--- config.mk ---
export PLATFORM = sky130hd
export DESIGN_NAME = uart_program_loader
export DESIGN_NICKNAME = d
export VERILOG_FILES = /design/src/rtl/uart_program_loader.sv
export SDC_FILE = /design/constraint.sdc
export NUM_CORES = 1
export LEC_CHECK = 0
export CORE_ASPECT_RATIO = 1.25
export CORE_MARGIN = 1
export CORE_UTILIZATION = 45
export CTS_CLUSTER_DIAMETER = 100
export DETAILED_ROUTE_END_ITERATION = 7
export HOLD_SLACK_MARGIN = 0.06
export PLACE_DENSITY = 0.67
export SKIP_LAST_GASP = 1
export SYNTH_ARGS = -nofsm -noshare
export SYNTH_HDL_FRONTEND = slang
export SYNTH_SLANG_ARGS = --single-unit
--- constraint.sdc ---
create_clock -name clk -period 2.01 [get_ports clk]
set_input_delay 0.201 -clock clk [delete_from_list [all_inputs] [get_ports clk]]
set_output_delay 0.201 -clock clk [all_outputs]
set_load 0.02 [all_outputs]
--- src/rtl/uart_program_loader.sv ---
// UART 8N1 program loader: big-endian length then data words into instruction BRAM, then core_run; stop->byte_valid 1 cycle, byte_valid->prog_we 1 cycle.
// No backpressure (RX cannot be stalled). Optional trailing checksum byte under UART_PROGRAM_LOADER_CHECKSUM_EN.
module uart_program_loader #(
  parameter int CLKS_PER_BIT = 868,
  parameter int ADDR_W       = 10
) (
  input  logic              clk,
  input  logic              rst,
  input  logic              rxd,
  output logic              prog_we,
  output logic [ADDR_W-1:0] prog_addr,
  output logic [31:0]       prog_wdata,
  output logic              core_run,
  output logic              busy,
  output logic              err
);

  localparam int CW = $clog2(CLKS_PER_BIT);
  localparam logic [CW-1:0] BIT_LAST  = CW'(CLKS_PER_BIT - 1);
  localparam logic [CW-1:0] HALF_LAST = CW'(CLKS_PER_BIT / 2 - 1);
  localparam logic [32:0]   MAX_LEN   = 33'(1) << ADDR_W;

  localparam logic [2:0] RX_IDLE  = 3'd0;
  localparam logic [2:0] RX_START = 3'd1;
  localparam logic [2:0] RX_DATA  = 3'd2;
  localparam logic [2:0] RX_STOP  = 3'd3;
  localparam logic [2:0] RX_WAIT  = 3'd4;

  localparam logic [2:0] S_LEN  = 3'd0;
  localparam logic [2:0] S_DATA = 3'd1;
`ifdef UART_PROGRAM_LOADER_CHECKSUM_EN
  localparam logic [2:0] S_CSUM = 3'd2;
`endif
  localparam logic [2:0] S_DONE = 3'd3;
  localparam logic [2:0] S_HALT = 3'd4;

  logic          r_rx_meta, r_rx_sync, r_rx_prev;
  logic [2:0]    r_rx_state;
  logic [CW-1:0] r_clk_cnt;
  logic [2:0]    r_bit_idx;
  logic [7:0]    r_shift;
  logic          r_byte_vld;
  logic [7:0]    r_byte_dat;

  logic [2:0]        r_state;
  logic [1:0]        r_byte_cnt;
  logic [23:0]       r_asm;
  logic [ADDR_W-1:0] r_word_idx;
  logic [ADDR_W-1:0] r_last_idx;
  logic              r_prog_we;
  logic [ADDR_W-1:0] r_prog_addr;
  logic [31:0]       r_prog_wdata;
  logic              r_core_run;
  logic              r_busy;
  logic              r_err;
`ifdef UART_PROGRAM_LOADER_CHECKSUM_EN
  logic [7:0]        r_csum;
`endif

  logic        w_start_ok;
  logic        w_frame_err;
  logic        w_active;
  logic [31:0] w_word;

  assign w_start_ok  = (r_rx_state == RX_START) && (r_clk_cnt == HALF_LAST) && !r_rx_sync;
  assign w_frame_err = (r_rx_state == RX_STOP) && (r_clk_cnt == BIT_LAST) && !r_rx_sync;
  assign w_word      = {r_asm, r_byte_dat};
`ifdef UART_PROGRAM_LOADER_CHECKSUM_EN
  assign w_active = (r_state == S_LEN) || (r_state == S_DATA) || (r_state == S_CSUM);
`else
  assign w_active = (r_state == S_LEN) || (r_state == S_DATA);
`endif

  // Receiver: start re-checked at mid-bit, then one sample per bit period
  always_ff @(posedge clk) begin
    if (rst) begin
      r_rx_meta  <= 1'b1;
      r_rx_sync  <= 1'b1;
      r_rx_prev  <= 1'b1;
      r_rx_state <= RX_IDLE;
      r_clk_cnt  <= '0;
      r_bit_idx  <= '0;
      r_shift    <= '0;
      r_byte_vld <= 1'b0;
      r_byte_dat <= '0;
    end else begin
      r_rx_meta  <= rxd;
      r_rx_sync  <= r_rx_meta;
      r_rx_prev  <= r_rx_sync;
      r_byte_vld <= 1'b0;
      case (r_rx_state)
        RX_IDLE: begin
          if (r_rx_prev && !r_rx_sync) begin
            r_rx_state <= RX_START;
            r_clk_cnt  <= '0;
          end
        end
        RX_START: begin
          if (r_clk_cnt == HALF_LAST) begin
            r_clk_cnt  <= '0;
            r_bit_idx  <= '0;
            r_rx_state <= r_rx_sync ? RX_IDLE : RX_DATA;
          end else begin
            r_clk_cnt <= r_clk_cnt + 1'b1;
          end
        end
        RX_DATA: begin
          if (r_clk_cnt == BIT_LAST) begin
            r_clk_cnt <= '0;
            r_shift   <= {r_rx_sync, r_shift[7:1]};
            if (r_bit_idx == 3'd7) r_rx_state <= RX_STOP;
            else                   r_bit_idx  <= r_bit_idx + 1'b1;
          end else begin
            r_clk_cnt <= r_clk_cnt + 1'b1;
          end
        end
        RX_STOP: begin
          if (r_clk_cnt == BIT_LAST) begin
            r_clk_cnt <= '0;
            if (r_rx_sync) begin
              r_byte_vld <= 1'b1;
              r_byte_dat <= r_shift;
              r_rx_state <= RX_IDLE;
            end else begin
              r_rx_state <= RX_WAIT;
            end
          end else begin
            r_clk_cnt <= r_clk_cnt + 1'b1;
          end
        end
        RX_WAIT: begin
          if (r_rx_sync) r_rx_state <= RX_IDLE;
        end
        default: r_rx_state <= RX_IDLE;
      endcase
    end
  end

  always_ff @(posedge clk) begin
    if (rst) begin
      r_state      <= S_LEN;
      r_byte_cnt   <= '0;
      r_asm        <= '0;
      r_word_idx   <= '0;
      r_last_idx   <= '0;
      r_prog_we    <= 1'b0;
      r_prog_addr  <= '0;
      r_prog_wdata <= '0;
      r_core_run   <= 1'b0;
      r_busy       <= 1'b0;
      r_err        <= 1'b0;
`ifdef UART_PROGRAM_LOADER_CHECKSUM_EN
      r_csum       <= '0;
`endif
    end else begin
      r_prog_we  <= 1'b0;
      r_core_run <= (r_state == S_DONE);
      if (w_start_ok && w_active) r_busy <= 1'b1;
      if (w_frame_err && w_active) r_err <= 1'b1;
      if (r_byte_vld) begin
        case (r_state)
          S_LEN: begin
            r_byte_cnt <= r_byte_cnt + 1'b1;
            r_asm      <= w_word[23:0];
            if (r_byte_cnt == 2'd3) begin
              if (w_word == 32'd0) begin
                r_state <= S_DONE;
                r_busy  <= 1'b0;
              end else if ({1'b0, w_word} > MAX_LEN) begin
                r_state <= S_HALT;
                r_err   <= 1'b1;
                r_busy  <= 1'b0;
              end else begin
                r_last_idx <= ADDR_W'(w_word - 32'd1);
                r_state    <= S_DATA;
              end
            end
          end
          S_DATA: begin
            r_byte_cnt <= r_byte_cnt + 1'b1;
            r_asm      <= w_word[23:0];
`ifdef UART_PROGRAM_LOADER_CHECKSUM_EN
            r_csum     <= r_csum + r_byte_dat;
`endif
            if (r_byte_cnt == 2'd3) begin
              r_prog_we    <= 1'b1;
              r_prog_addr  <= r_word_idx;
              r_prog_wdata <= w_word;
              r_word_idx   <= r_word_idx + 1'b1;
              if (r_word_idx == r_last_idx) begin
`ifdef UART_PROGRAM_LOADER_CHECKSUM_EN
                r_state <= S_CSUM;
`else
                r_state <= S_DONE;
                r_busy  <= 1'b0;
`endif
              end
            end
          end
`ifdef UART_PROGRAM_LOADER_CHECKSUM_EN
          S_CSUM: begin
            r_busy <= 1'b0;
            if (r_byte_dat == r_csum) begin
              r_state <= S_DONE;
            end else begin
              r_state <= S_HALT;
              r_err   <= 1'b1;
            end
          end
`endif
          default: ;
        endcase
      end
    end
  end

  assign prog_we    = r_prog_we;
  assign prog_addr  = r_prog_addr;
  assign prog_wdata = r_prog_wdata;
  assign core_run   = r_core_run;
  assign busy       = r_busy;
  assign err        = r_err;

endmodule
==> metrics <==
clock skew roughly 12 ps; DR top layer met4; Root Buffer clkbuf_16; area grow syn2layout 26.15%; Peak Freq 496.4 MHz; Synth Area in Simple Gates 25.32%; Critical Path Most Common Cell buf_4; Detailed Route Iter0 Violations 221; Overall Power approximately 5.7 mW; Yosys cell types between 50 and 60; Mapped Cells roughly 650; Worst Path Required 2310 ps; Antenna Diode Count 0; vias in the first global route 4402; max-slew violations 0; initial antenna violation count 0; CP Class flop to flop; port bufs 48; final std cell area, no fill around 7000 um^2; gpl congestion 0.8389; placed cell areas 6160 um^2; largest family of logic cells by synthesized area simple AND/OR/NAND/NOR gates; # setup viols final 1; failing checks negative setup slack; DR WL met2 roughly 6100 um; largest buffer count on any clock path 2; Arr. time, crit path about 2300 ps; fin crit share 100.2%; Placed Cells 846; Leak 2.505 nW; Net Count, Synth 662; layout cell share with drive strength beyond 1 between 10% and 20%; wire length on met3 517 um; Fin Setup TNS -4.459 ps; DP Wirelength 8336 um; die area ~12000 um^2; final hold vios 0; clock-pin slew on the worst setup and hold paths around 50 ps; # DRC 0; Slew headroom a little under 70%; Worst Tran Pin Value 469.3 ps; Crit Path Max Fanout 6; Hold-fix buffers, CTS 0; via/cell ratio 5.304; multi-input logic area 2648 um^2; DRT Wirelength 12380 um; wire per inst 14.04 um; reg2reg start r_clk_cnt[0]; global-route wire length before repair roughly 21000 um; CP Capture Type flop; status complete, but fails checks; CTS buffer count 17; clk sink count around 130; Hold Startpoint rst; xor and xnor fraction of the mapped netlist area 4.212%; Rows 44; Layout Cells excl Fill 882; top cell type's share of synthesized area 48.51%; DIE HEIGHT approximately 120 um; Setup WS pre-CTS -1.792 ps; Worst VDD drop approximately 0.54 mV; RSZ-0062 raised after global routing yes; CTS tree yes; Top Ports 49; total grt overflow 0; post-synthesis compound-gate area fraction 14.14%; commonest non-fill, non-tap cell in the layout nand2_1; Ys Warns 0; Critical Path Slowest Stage Cell dfxtp_1; CP Launch Type flop; M1 WL between 5000 and 6000 um; flops & latches, synth 131; Final WS setup -4.459 ps; Seq. cell area 2626 um^2; worst skew pair latency approximately 420 ps; core area 11670 um^2; fill cell count roughly 1100; number of nets in the layout 719; H-tree Lvls 4; Die Wd 100.0 um; Detail Route Antenna Nets 0; Initial Utilization 46.32%; Period minus WS final 2014 ps; CP Cell Sequence ha_1 > nor4bb_1 > a31o_2 > buf_4 > nor3_2 > buf_4 > a21o_1 > and3_1; pin count of the biggest net entering global routing 50; PD cells 834.9 nW/um^2; synthesized cell area around 5400 um^2; sequential share of the synthesized area 48.51%; commonest non-fill, non-tap cells in the layout nand2_1, dfxtp_1, a21oi_1, clkdlybuf4s50_1, nor2_1; mux cell area share after synthesis between 2 and 2.5%; area leader, netlist dfxtp_1; MaxCap Viol Count 0; Initial DRT Pass Iterations 5; CP Launch Point r_clk_cnt[0]; via count roughly 4700; Mean Syn Cell Area between 8 and 9 um^2; adder-cell share of the synthesized area approximately 1.9%; worst hold-check path type input pin to flop; Crit path largest cell delay 400 ps; GRT Total Usage 21.20%; top post-synthesis cells by area dfxtp_1, nand2_1, a21oi_1
==> report_power, final <==
part	switching (mW)	internal [mW]	total (mW)
clock	1.13	1.84	2.98
combinational	0.0716	0.0342	0.106
sequential	0.00815	2.60	2.61
==> what timing repair did <==
action                     4_1_cts  5_1_grt
buffers inserted                 0        3
gates cloned                     0        1
setup endpoints to repair        3       22
pin swaps                        0        3
gates resized for setup          1        7
==> cell families (layout without fill, tap and decap cells) <==
kind of cell             count (synthesis)  in the layout
XOR/XNOR                                26             26
buffers and inverters                   46            116
AND/OR/NAND/NOR                        297            297
flip-flops                             131            131
AO/OA/AOI/OAI                          130            130
adder cells (fa/ha/maj)                  8              8
multiplexers                            13             13
==> flip-flops by register name, summed over array words and instances, names as in the netlist <==
| signal | count |
|---|---|
| r_last_idx | 10 |
| r_byte_dat | 8 |
| r_word_idx | 10 |
| prog_we | 1 |
| r_rx_sync | 1 |
| prog_wdata | 32 |
| err | 1 |
| r_shift | 8 |
| r_rx_state | 3 |
| r_byte_cnt | 2 |
| r_asm | 24 |
| prog_addr | 10 |
| core_run | 1 |
| busy | 1 |
| r_rx_prev | 1 |
| r_byte_vld | 1 |
| r_clk_cnt | 10 |
| r_state | 3 |
| r_rx_meta | 1 |
| r_bit_idx | 3 |
==> worst paths after layout <==
check | slack, ps | cells past startpoint | end
setup / recovery | -4 | 8 | r_clk_cnt[2]
hold / removal | 210 | 2 | r_clk_cnt[0]
setup reg to reg | -4 | 8 | r_clk_cnt[2]
hold reg to reg | 410 | 1 | r_rx_sync
==> area by class of cell <==
type                       instances  share of cell area, %
timing repair buffer              78                  10.93
tap                              161                  2.954
sequential                       131                  38.51
clock inverter                    14                  2.018
clock buffer                      18                  6.439
multi-input combinational        474                  38.82
inverter                           6                 0.3302
==> worst max-delay path: cells and delay by family (launching register included) <==
family	cells	cell delay, ps
flops	1	400
simple gates	3	610
compound gates	2	400
fa+ha+maj	1	200
buf+inv	2	300
==> cell usage after synthesis, drive strengths merged <==
master,instances
or3,6
and2,6
o21ai,12
a2111oi,1
nor2b,4
mux2i,13
nor3b,2
nand4,11
and4bb,2
o41ai,2
o211ai,1
and3,9
nor2,44
or4,1
nand4b,1
a2bb2oi,1
o311a,1
nor4,8
o32ai,1
or2,5
nor4bb,2
a21oi,87
nor4b,1
a311oi,2
buf,7
a21o,3
clkbuf,33
a31o,2
nand2,172
xnor2,13
nand2b,2
and4,2
inv,6
ha,8
nor3,7
dfxtp,131
nand3,12
a211oi,9
o211a,1
o31ai,4
a31oi,3
xor2,13
==> layer usage <==
layer,up-vias,GRT usage [%]
li1,2335,-
met1,2210,26.13
met2,109,34.81
met3,24,5.499
met4,0,8.866
met5,-,0
==> metrics by stage <==
stage | hold WS (ps) | utilization [%]
2_1_floorplan | 304.8 | -
3_3_place_gp | 398.4 | 52.78
3_5_place_dp | 397.8 | 52.78
4_1_cts | 194.0 | 57.78
5_1_grt | 216.3 | 58.44
6_report | 210.3 | 58.44
(Power assumes the default switching activity.)
